===== src/rtl/instruction_fetch.sv =====
// Instruction fetch stage: PC register, next-PC selection and the IF/ID pipeline register.
// Handles stall, branch/jump redirect with a one-bubble squash, and a count of delivered instructions.
module instruction_fetch #(
  parameter logic [31:0] RESET_PC = 32'h0000_0000,
  parameter logic [31:0] NOP_WORD = 32'h0000_0000
) (
  input  logic        clk,
  input  logic        reset,
  input  logic        stall,
  input  logic        branch_taken,
  input  logic [15:0] branch_offset,
  input  logic        jump,
  input  logic [25:0] jump_index,
  output logic [31:0] PC_address,
  input  logic [31:0] instruction,
  output logic [31:0] if_id_instruction,
  output logic [31:0] if_id_pc_plus4,
  output logic        if_id_valid,
  output logic [31:0] fetch_count
);

  logic [31:0] pc_q, pc_d;
  logic [31:0] if_id_instruction_q, if_id_instruction_d;
  logic [31:0] if_id_pc_plus4_q, if_id_pc_plus4_d;
  logic        if_id_valid_q, if_id_valid_d;
  logic [31:0] fetch_count_q, fetch_count_d;

  logic [31:0] pc_plus4;
  logic [31:0] branch_target;
  logic [31:0] jump_target;
  logic        redirect;

  // A redirect only makes sense for a real instruction sitting in IF/ID; jump outranks branch.
  always_comb begin
    pc_plus4      = pc_q + 32'd4;
    branch_target = if_id_pc_plus4_q + {{14{branch_offset[15]}}, branch_offset, 2'b00};
    jump_target   = {if_id_pc_plus4_q[31:28], jump_index, 2'b00};
    redirect      = !stall && if_id_valid_q && (jump || branch_taken);

    pc_d                = pc_q;
    if_id_instruction_d = if_id_instruction_q;
    if_id_pc_plus4_d    = if_id_pc_plus4_q;
    if_id_valid_d       = if_id_valid_q;
    fetch_count_d       = fetch_count_q;

    if (stall) begin
      pc_d = pc_q;
    end else if (redirect) begin
      pc_d                = jump ? jump_target : branch_target;
      if_id_instruction_d = NOP_WORD;
      if_id_pc_plus4_d    = 32'd0;
      if_id_valid_d       = 1'b0;
    end else begin
      pc_d                = pc_plus4;
      if_id_instruction_d = instruction;
      if_id_pc_plus4_d    = pc_plus4;
      if_id_valid_d       = 1'b1;
      fetch_count_d       = fetch_count_q + 32'd1;
    end
  end

  always_ff @(posedge clk) begin
    if (reset) begin
      pc_q                <= RESET_PC;
      if_id_instruction_q <= NOP_WORD;
      if_id_pc_plus4_q    <= 32'd0;
      if_id_valid_q       <= 1'b0;
      fetch_count_q       <= 32'd0;
    end else begin
      pc_q                <= pc_d;
      if_id_instruction_q <= if_id_instruction_d;
      if_id_pc_plus4_q    <= if_id_pc_plus4_d;
      if_id_valid_q       <= if_id_valid_d;
      fetch_count_q       <= fetch_count_d;
    end
  end

  assign PC_address        = pc_q;
  assign if_id_instruction = if_id_instruction_q;
  assign if_id_pc_plus4    = if_id_pc_plus4_q;
  assign if_id_valid       = if_id_valid_q;
  assign fetch_count       = fetch_count_q;

endmodule


===== config.mk =====
export PLATFORM = sky130hd
export DESIGN_NAME = instruction_fetch
export DESIGN_NICKNAME = d
export VERILOG_FILES = /design/src/rtl/instruction_fetch.sv
export SDC_FILE = /design/constraint.sdc
export NUM_CORES = 1
export LEC_CHECK = 0
export BUFFER_PORTS_ARGS = -buffer_cell sky130_fd_sc_hd__buf_2
export CORE_MARGIN = 4
export CORE_UTILIZATION = 45
export DETAILED_ROUTE_END_ITERATION = 12
export GPL_ROUTABILITY_DRIVEN = 0
export PLACE_DENSITY = 0.71
export RECOVER_POWER = 50
export SETUP_SLACK_MARGIN = 0.15
export SYNTH_ARGS = -nofsm -noshare
export SYNTH_HDL_FRONTEND = slang
export SYNTH_SLANG_ARGS = --single-unit

===== constraint.sdc =====
create_clock -name clk -period 8.91 [get_ports clk]
set_clock_uncertainty 0.2 [all_clocks]
set_input_delay 1.782 -clock clk [delete_from_list [all_inputs] [get_ports clk]]
set_output_delay 1.782 -clock clk [all_outputs]
set_load 0.005 [all_outputs]

==> out/qor.log <==
INFO  status         status=finished with violations
INFO  status         violations=max-capacitance violations, max-slew violations
INFO  cells_and_area fill_cells=1581
INFO  drt            drt_wl_total=22250um
INFO  die            die_width=136.1um
INFO  cells_and_area antenna-diode-count=0
INFO  placed_design  dp_hpwl=15760um
INFO  setup_path     worstPathArrival=5.39ns
INFO  placed_design  placedCellCount=1318
INFO  clocking       ctsHoldBuffers=0
INFO  yosys          post-synth-top-area-cell=sky130_fd_sc_hd__dfxtp_1
INFO  power_and_ir_drop p_int=1.081mW
INFO  setup_path     crit_type=input pin to flop
INFO  sta            max_slew_margin_vs_limit=-153.3%
INFO  sta            hold_violations=0
INFO  drt            routed_wirelength_normalized_by_instance_count=16.48um
INFO  global_route   grtUsageTotal=23.23%
INFO  setup_path     worst_ep_required_time=8.86ns
INFO  placed_design  port-buffer-count=207
INFO  global_route   grt_start_max_net_pins=87
INFO  drt            postRouteAntennaNets=0
INFO  sta            measured_slew_at_the_worst_slew_check_pin=3.800ns
INFO  setup_path     worst-r2r-cell-count=11
INFO  clocking       tritoncts=yes
INFO  power_and_ir_drop total_switching_power=0.4267mW
INFO  power_and_ir_drop p_total=1.507mW
INFO  yosys          synthesis.nets=1056
INFO  run            max_cap_violations=1
INFO  drt            vias_per_cell=5.591
INFO  setup_path     standard_cell_with_the_maximum_stage_delay_on_the_critical_path=sky130_fd_sc_hd__clkbuf_1
INFO  clocking       cts_buffer_depth=2
INFO  drt            drtPass1Iterations=5
INFO  yosys          synth_edf_count=0
INFO  setup_path     cp_slowest_stage_delay=2.71ns
INFO  min_path       whs_path_depth=2
INFO  yosys          synth_top_cell_area_share=34.99%
INFO  power_and_ir_drop p_seq_share=41.3%
INFO  sta            setup_tns=0ns
INFO  sta            holdWs=0.2740ns
INFO  die            dieArea=18510um2
INFO  die            die_height=136.1um
INFO  sta            fmax=183.6MHz
INFO  clocking       clk_pin_slew_worst_paths=0.06ns
INFO  clocking       ctsResizeCount=0
INFO  die            num_rows=46
INFO  clocking       cts_sinks=129
INFO  cells_and_area most-common-layout-cells=149 x sky130_fd_sc_hd__nor2_1, 129 x sky130_fd_sc_hd__dfxtp_1, 128 x sky130_fd_sc_hd__buf_2
INFO  yosys          synth_flop_cell=sky130_fd_sc_hd__dfxtp_1
INFO  global_route   first_global_vias=6682
INFO  global_route   grt_first_pass_wirelength=34660um
INFO  setup_path     worstPathCellList=buf_4 -> clkbuf_1 -> o221ai_1
INFO  clocking       worstSkewPairLatency=0.42ns
INFO  global_route   antenna_violations_before_repair=0
INFO  sta            finalMaxSlewViolations=87
INFO  power_and_ir_drop comb_power_share=14.1%
INFO  yosys          synth.ff_latch_count=129
INFO  die            core_region_area=16000um2
INFO  cells_and_area design.final.nets=1232
INFO  cells_and_area layout_commonest_cell=sky130_fd_sc_hd__nor2_1
INFO  clocking       cts_post_setup_buffers_inserted=0
INFO  setup_path     setup.worst_path.start_class=input pin
INFO  power_and_ir_drop vdd.ir_drop.worst=0.0001485V
INFO  die            initial_core_util=46.12%
INFO  yosys          post_synth.cell_area_avg=7.809um2
INFO  sta            timing.final.setup_violations=0
INFO  power_and_ir_drop power_frac_clock=44.7%
INFO  yosys          yosys-top-cells-area=sky130_fd_sc_hd__dfxtp_1 35%, sky130_fd_sc_hd__nor2_1 7.6%, sky130_fd_sc_hd__a21oi_1 7.3%, sky130_fd_sc_hd__xor2_1 5.5%, sky130_fd_sc_hd__ha_1 5.3%
INFO  yosys          async_flop_share=0%
INFO  yosys          yosysWarnings=0
INFO  sta            timing.final.crit_share=61.11%
INFO  power_and_ir_drop powerDensity=167.6nW/um2
INFO  setup_path     r2r_slack=5.64ns
INFO  clocking       cts_bufs_inserted=17
INFO  cells_and_area stdcell_count=1350
INFO  power_and_ir_drop power.share.switching=28.31%
INFO  drt            count_of_unresolved_drc_violations_after_routing=0
INFO  sta            post-route-min-period=5.445ns
INFO  drt            detailroute.via_count=7548
INFO  setup_path     timing.critical_path.fanout_max=86
INFO  yosys          mappedNetlistArea=7380um2
INFO  die            io_pins=208
INFO  cells_and_area syn_to_final_growth=21.87%
INFO  yosys          synthCells=945
INFO  clocking       cts-root-buf=sky130_fd_sc_hd__clkbuf_16
INFO  global_route   grt_remaining_overflow=0
INFO  setup_path     worst_setup_path_end_kind=flop
INFO  yosys          synth-seq-area-share=34.99%
INFO  drt            drt_iter0_markers=631
INFO  sta            grt_setup_unrepaired=false
INFO  cells_and_area drive_above_1_share=15.61%
INFO  power_and_ir_drop leakagePower=3.929nW
INFO  clocking       cts_max_level=4
INFO  yosys          synth.distinct_cells=64
INFO  min_path       timing.hold.worst.class=flop to flop
==> through the flow <==
step,cell area (um2),worst slack [ns],utilization [%]
global placement,8523,4.252,53.27
detailed placement,8523,4.183,53.27
floorplan,7380,4.740,-
CTS,9094,4.594,56.83
global route,8994,3.027,56.21
finish,8994,3.465,56.21
==> critical path, delay by kind of cell <==
kind	cells	cell delay [ns]
AOI/OAI and AO/OA	1	0.42
buffers and inverters	2	3.13
==> path summary, 6_finish.rpt <==
| path | from | endpoint |
|---|---|---|
| max | reset | PC_address[19]$_SDFFE_PP0N_ |
| min reg2reg | if_id_pc_plus4[25]$_SDFFE_PP0N_ | if_id_pc_plus4[25]$_SDFFE_PP0N_ |
| min | if_id_pc_plus4[25]$_SDFFE_PP0N_ | if_id_pc_plus4[25]$_SDFFE_PP0N_ |
| max reg2reg | if_id_pc_plus4[2]$_SDFFE_PP0N_ | PC_address[26]$_SDFFE_PP0N_ |
==> metal layers <==
layer  wire, um  track usage [%]
met1       9864            32.03
met2      10350            36.68
met3       1686            4.626
met4        352            7.223
met5          0                0
==> cell usage after synthesis (2+ instances only) <==
cell and number:
sky130_fd_sc_hd__and2_1 5, sky130_fd_sc_hd__a22oi_1 14, sky130_fd_sc_hd__nor4_1 6, sky130_fd_sc_hd__clkbuf_1 50, sky130_fd_sc_hd__a21o_1 17, sky130_fd_sc_hd__or2_2 2
sky130_fd_sc_hd__nor3_1 25, sky130_fd_sc_hd__and4_1 6, sky130_fd_sc_hd__mux2i_1 3, sky130_fd_sc_hd__o31ai_1 7, sky130_fd_sc_hd__dfxtp_1 129, sky130_fd_sc_hd__o211ai_1 5
sky130_fd_sc_hd__xor2_1 46, sky130_fd_sc_hd__and3_1 42, sky130_fd_sc_hd__nor4_4 2, sky130_fd_sc_hd__o21bai_1 6, sky130_fd_sc_hd__nand2b_1 8, sky130_fd_sc_hd__o22ai_1 3
sky130_fd_sc_hd__a221oi_1 9, sky130_fd_sc_hd__o21a_1 2, sky130_fd_sc_hd__ha_1 31, sky130_fd_sc_hd__nor2_1 149, sky130_fd_sc_hd__nand3b_1 3, sky130_fd_sc_hd__nor2b_1 3
sky130_fd_sc_hd__inv_1 15, sky130_fd_sc_hd__a21oi_1 108, sky130_fd_sc_hd__a211oi_1 5, sky130_fd_sc_hd__and2b_1 2, sky130_fd_sc_hd__buf_2 2, sky130_fd_sc_hd__buf_1 2
sky130_fd_sc_hd__nand2_1 76, sky130_fd_sc_hd__a31oi_1 12, sky130_fd_sc_hd__or3_1 3, sky130_fd_sc_hd__nand4_1 16, sky130_fd_sc_hd__o32ai_1 2, sky130_fd_sc_hd__a311oi_1 2
sky130_fd_sc_hd__nand3_1 28, sky130_fd_sc_hd__mux2_2 2, sky130_fd_sc_hd__a2111oi_0 2, sky130_fd_sc_hd__xnor2_1 34, sky130_fd_sc_hd__o21ai_0 38
==> cells by family (layout without fill, tap and decap cells) <==
kind of cell | after synthesis | after routing | synth area share [%]
buffers and inverters | 71 | 260 | 3.747
DFF | 129 | 129 | 34.99
adders and majority gates | 32 | 32 | 5.527
AOI/OAI and AO/OA | 242 | 242 | 19.99
and+or+nand+nor | 386 | 386 | 25.53
xor gates and xnor gates | 80 | 80 | 9.495
muxes | 5 | 5 | 0.7121
==> sequential cells by signal, summed over array words and instances (netlist names) <==
register,count
PC_address,32
fetch_count,32
if_id_instruction,32
if_id_pc_plus4,32
if_id_valid,1
==> area by class of cell <==
class / count / area [um2] / share of cell area, %
Inverter: 16 / 60.06 / 0.6678
Multi-Input combinational cell: 745 / 4532 / 50.39
Sequential cell: 129 / 2582 / 28.71
Clock buffer: 19 / 442.9 / 4.925
Clock inverter: 13 / 127.6 / 1.419
Tap cell: 216 / 270.3 / 3.005
Timing Repair Buffer: 212 / 978.4 / 10.88
==> power groups by stage <==
stage	sequential (mW)	clock (mW)	combinational, mW
floorplan	0.631	0	0.137
global placement	0.633	0	0.212
detailed placement	0.634	0	0.213
CTS	0.621	0.685	0.214
global route	0.625	0.709	0.235
finish	0.622	0.673	0.212
No activity file was read; power rests on OpenSTA's default activity.
